==> src/rtl/pool_requant_chan.sv <==
// pool_requant_chan: accumulates per-channel 2x2 conv tiles, applies ReLU and
// 2x2 max-pooling, requantizes by an arithmetic right shift, and emits one
// saturated unsigned 8-bit pixel per output over a valid/ready handshake.
// Optional build macro POOL_ROUND_EN: round-half-up on the requantization
// shift instead of truncation.
module pool_requant_chan #(
  parameter int NUM_CHAN = 4,
  parameter int ACC_W    = 24,
  parameter int SHIFT    = 4
) (
  input  logic        clk,
  input  logic        rst,
  input  logic        in_valid,
  output logic        in_ready,
  input  logic [83:0] conv_in,
  output logic        out_valid,
  input  logic        out_ready,
  output logic [7:0]  out_data,
  output logic        out_sat
);

  typedef enum logic [1:0] {ACC, POOL, OUT} state_t;

  localparam int              CNT_W = (NUM_CHAN > 1) ? $clog2(NUM_CHAN) : 1;
  localparam logic [CNT_W-1:0] LAST = CNT_W'(NUM_CHAN - 1);

  state_t                   state;
  logic [CNT_W-1:0]         chan_cnt;
  logic signed [ACC_W-1:0]  acc  [4];
  logic signed [ACC_W-1:0]  beat [4];
  logic [ACC_W-1:0]         relu [4];
  logic [ACC_W-1:0]         m;
  logic [ACC_W:0]           q;
  logic                     sat;

  // Combinational ready: low during reset and outside the accumulate phase.
  assign in_ready = rst & (state == ACC);

  // Sign-extend each 21-bit tile sum to the accumulator width.
  always_comb begin
    for (int i = 0; i < 4; i++) begin
      beat[i] = ACC_W'($signed(conv_in[i*21 +: 21]));
    end
  end

  // ReLU followed by max over the four pooled positions; lowest index wins ties.
  always_comb begin
    // NOTE: every variable gets a default before any conditional update, so
    // no path leaves it unassigned and no latch is inferred.
    m = '0;
    for (int i = 0; i < 4; i++) begin
      relu[i] = acc[i][ACC_W-1] ? '0 : acc[i];
      if (relu[i] > m) m = relu[i];
    end
  end

  // Requantization shift; m is non-negative so a logical shift is equivalent.
`ifdef POOL_ROUND_EN
  localparam logic [ACC_W:0] HALF = (ACC_W+1)'(1) << (SHIFT - 1);
  assign q = ({1'b0, m} + HALF) >> SHIFT;
`else
  assign q = {1'b0, m} >> SHIFT;
`endif

  assign sat = |q[ACC_W:8];

  // Control FSM with accumulators and registered output pixel.
  always_ff @(posedge clk or negedge rst) begin
    // NOTE: accumulators are cleared on reset because a partial channel sum
    // must never survive into the next pixel after a mid-operation reset.
    if (!rst) begin
      state     <= ACC;
      chan_cnt  <= '0;
      out_valid <= 1'b0;
      out_data  <= '0;
      out_sat   <= 1'b0;
      for (int i = 0; i < 4; i++) acc[i] <= '0;
    end else begin
      // NOTE: non-blocking assignments so every register samples the values
      // from before this edge, independent of statement order.
      case (state)
        ACC: begin
          if (in_valid) begin
            for (int i = 0; i < 4; i++) begin
              acc[i] <= (chan_cnt == '0) ? beat[i] : acc[i] + beat[i];
            end
            if (chan_cnt == LAST) begin
              chan_cnt <= '0;
              state    <= POOL;
            end else begin
              chan_cnt <= chan_cnt + 1'b1;
            end
          end
        end
        POOL: begin
          out_data  <= sat ? 8'hFF : q[7:0];
          out_sat   <= sat;
          out_valid <= 1'b1;
          state     <= OUT;
        end
        OUT: begin
          if (out_ready) begin
            out_valid <= 1'b0;
            state     <= ACC;
          end
        end
        default: state <= ACC;
      endcase
    end
  end

endmodule

==> config.mk <==
export PLATFORM = sky130hd
export DESIGN_NAME = pool_requant_chan
export DESIGN_NICKNAME = d
export VERILOG_FILES = /design/src/rtl/pool_requant_chan.sv
export SDC_FILE = /design/constraint.sdc
export NUM_CORES = 1
export LEC_CHECK = 0
export CAP_MARGIN = 30
export CORE_MARGIN = 2
export CORE_UTILIZATION = 40
export DETAILED_ROUTE_END_ITERATION = 10
export GPL_ROUTABILITY_DRIVEN = 0
export PLACE_DENSITY_LB_ADDON = 0.25
export SYNTH_ARGS = -nofsm -noshare
export SYNTH_HDL_FRONTEND = slang
export SYNTH_SLANG_ARGS = --single-unit
==> constraint.sdc <==
create_clock -name clk -period 21.7 [get_ports clk]
set_input_delay 4.34 -clock clk [delete_from_list [all_inputs] [get_ports clk]]
set_output_delay 4.34 -clock clk [all_outputs]
set_load 0.01 [all_outputs]
==> flow_summary.json <==
{
  "min_from": "out_sat$_DFFE_PN0P_",
  "finalNonFillerCells": 1933,
  "regToRegSetupSlack_ns": 12.68,
  "cts_inserted_buffers": 9,
  "seq_area_frac_synth": 0.233,
  "combinationalPowerShare": 0.750,
  "antenna_found_initial": 0,
  "status": "completed",
  "io_pins": 99,
  "slew_headroom": 0.354,
  "peakVddDrop_v": 0.0000842,
  "cts_setup_buffers": 0,
  "cts_num_sinks": 110,
  "critical_path.max_fanout": 51,
  "hpwl_um": 23700,
  "r2r-start": "acc[71]$_DFFE_PN0P_",
  "cp.arrival_ns": 5.65,
  "rsz0062_at_grt": "no",
  "pwr_density_cell_nw_per_um2": 180,
  "syn-instance-count": 1486,
  "routedWlPerCell_um": 15.7,
  "ys_types": 70,
  "p_switching_mw": 1.21,
  "via_per_inst": 5.47,
  "fin_crit_sh": 0.460,
  "cts_hold_buf": 0,
  "grt_pass1_vias": 10100,
  "clk_latency_ns": 0.37,
  "rows": 62,
  "cts_resized": 0,
  "drt_wl_total_um": 30400,
  "setup_tns_ns": 0,
  "rr_worst_depth": 35,
  "htreeDepth": 3,
  "setup_violations": 0,
  "final_max_slew_viol_count": 0,
  "critical_path.cell_chain": "buf_4, and2_1, clkdlybuf4s50_1",
  "dr.first_iter.drc_count": 634,
  "syn-cell-area_um2": 11800,
  "grt_max_degree": 84,
  "finalPower_mw": 2.41,
  "pwr-share-seq": 0.178,
  "critical_path_buf_inv_count": 2,
  "start_kind": "input port",
  "clock_skew_ns": 0.0137,
  "hold_viol_final": 0,
  "p_sw_frac": 0.502,
  "max_freq_ghz": 0.100,
  "grt_overflow": 0,
  "p_leak_nw": 6.12,
  "ys_ff_latch": 110,
  "fin_nets": 1799,
  "path_clk_slew_ns": 0.08,
  "hp-class": "flop to flop",
  "die_area_um2": 30900,
  "postRouteAntennaNets": 0,
  "crit_required_ns": 17.36,
  "slowest_delay_ns": 0.54,
  "route.detailed.drc": 0,
  "cts_root_buf": "clkbuf_16",
  "initial_core_util": 0.409,
  "async_reset_ff_frac": 1.00,
  "cp_top_family": "buffers and inverters",
  "r2r_end": "out_data[1]$_DFFE_PN0P_",
  "syn_nets": 1740,
  "postLayoutCoreUtil": 0.464,
  "pre_cts_slack_ns": 11.66,
  "port_buffers": 98,
  "area_delta_synth_final_pct": 13.5,
  "die_y_um": 176,
  "fillers": 2890,
  "min_to": "out_sat$_DFFE_PN0P_",
  "grt_pass1_wl_um": 50200,
  "maxCapViolCount": 0,
  "crit_type": "input port to output pin",
  "syn_area_per_cell_um2": 7.94,
  "grt.total_usage": 0.199,
  "clockBufferDepth": 2,
  "cp_slowest_cell": "buf_4",
  "antenna_cells": 0,
  "die_w_um": 176,
  "first_pass_iters": 5,
  "hold_depth": 2,
  "placed_cells": 1918,
  "synth_edf_count": 0,
  "vias": 10600,
  "core-area_um2": 28900,
  "clkPwrFrac": 0.072,
  "synthFlopType": "dfrtp_1",
  "intPower_mw": 1.20,
  "drive_gt1_frac": 0.0303,
  "cts_tree": "built",
  "fin_ws_ns": 11.71,
  "worst_slew_pin_slew_ns": 0.965,
  "fin_crit_ns": 9.99,
  "end_kind": "output pin",
  "yosys_warnings": 0
}
## registers in the layout, summed over array words and instances, names as in the netlist
name and cells:
acc 96, out_data 8, chan_cnt 2, state 2, out_sat 1, out_valid 1
## layout by cell type, fill, tap and decap left out, drive strengths merged, types with 41 or more instances in the layout
cell and n:
o21ai 116, ha 162, nand2 143, a21oi 142
nor2 132, inv 73, dfrtp 110, nor2b 82
xnor2 41, clkdlybuf4s50 97, a21o 49, mux2i 44
## how the worst max path moves through the flow
stage | startpoint | endpoint | slack, ns | cells after the start
after floorplan | rst | in_ready | 12.87 | 1
after global placement | rst | in_ready | 11.66 | 3
after detailed placement | rst | in_ready | 11.66 | 3
after CTS | rst | in_ready | 11.66 | 3
after global routing | rst | in_ready | 11.57 | 3
final | rst | in_ready | 11.71 | 3
## synthesized netlist by cell type (19+ instances only)
| master | instances | share of area |
|---|---|---|
| nor3_1 | 29 | 0.012 |
| nand3_1 | 22 | 0.0093 |
| o21a_1 | 30 | 0.019 |
| clkbuf_1 | 36 | 0.011 |
| xnor2_1 | 41 | 0.030 |
| dfrtp_1 | 110 | 0.23 |
| a21oi_1 | 142 | 0.060 |
| nor2_1 | 132 | 0.042 |
| nand4_1 | 19 | 0.010 |
| inv_1 | 73 | 0.023 |
| ha_1 | 162 | 0.17 |
| nor2b_1 | 82 | 0.043 |
| mux2i_1 | 44 | 0.037 |
| nand2b_1 | 27 | 0.014 |
| xor2_1 | 30 | 0.022 |
| o211ai_1 | 22 | 0.014 |
| o21ai_0 | 103 | 0.044 |
| nand2_1 | 143 | 0.045 |
| a21o_1 | 49 | 0.031 |
## routing by layer
layer  GRT usage  vias to the layer above  wire [um]
met5           0                        -          0
met4      0.0399                        0        432
met2       0.350                      196      14600
met3      0.0262                       30       1170
li1            -                     5467          -
met1       0.262                     4888      14200
## cell type report
| type | count | area [um2] | area share |
|---|---|---|---|
| Clock inverter | 3 | 45.0 | 0.00336 |
| Clock buffer | 12 | 246 | 0.0184 |
| Multi-Input combinational cell | 1246 | 8570 | 0.639 |
| Tap cell | 384 | 480 | 0.0359 |
| Sequential cell | 110 | 2750 | 0.205 |
| Inverter | 73 | 274 | 0.0205 |
| Timing Repair Buffer | 105 | 1030 | 0.0770 |
## metrics by stage
step / hold slack, ns / instance area (um2)
2_1_floorplan: 0.453 / 11800
3_3_place_gp: 0.466 / 13100
3_5_place_dp: 0.465 / 13100
4_1_cts: 0.484 / 13400
5_1_grt: 0.502 / 13400
6_report: 0.478 / 13400
## power groups by stage
stage | sequential (mW) | combinational (mW) | clock [mW]
3_5_place_dp | 0.434 | 1.80 | 0
2_1_floorplan | 0.377 | 1.46 | 0
6_report | 0.429 | 1.81 | 0.173
5_1_grt | 0.447 | 2.04 | 0.186
3_3_place_gp | 0.432 | 1.76 | 0
4_1_cts | 0.431 | 1.81 | 0.178
## kinds of logic (layout without fill, tap and decap cells)
kind of cell,Yosys count,in the layout,synth area share
simple gates,501,501,0.205
compound gates,456,456,0.243
fa+ha+maj,166,166,0.178
buf+inv,130,193,0.0428
flops,110,110,0.233
xor+xnor,71,71,0.0527
mux,52,52,0.0449
## worst register-to-register path, delay by kind of cell, from the launching register on
| kind | cells | cell delay (ns) |
|---|---|---|
| flops | 1 | 0.67 |
| compound gates | 10 | 1.91 |
| fa+ha+maj | 3 | 0.89 |
| mux | 3 | 0.79 |
| buf+inv | 6 | 1.35 |
| simple gates | 13 | 3.32 |
Power figures use the tool's default switching activity.
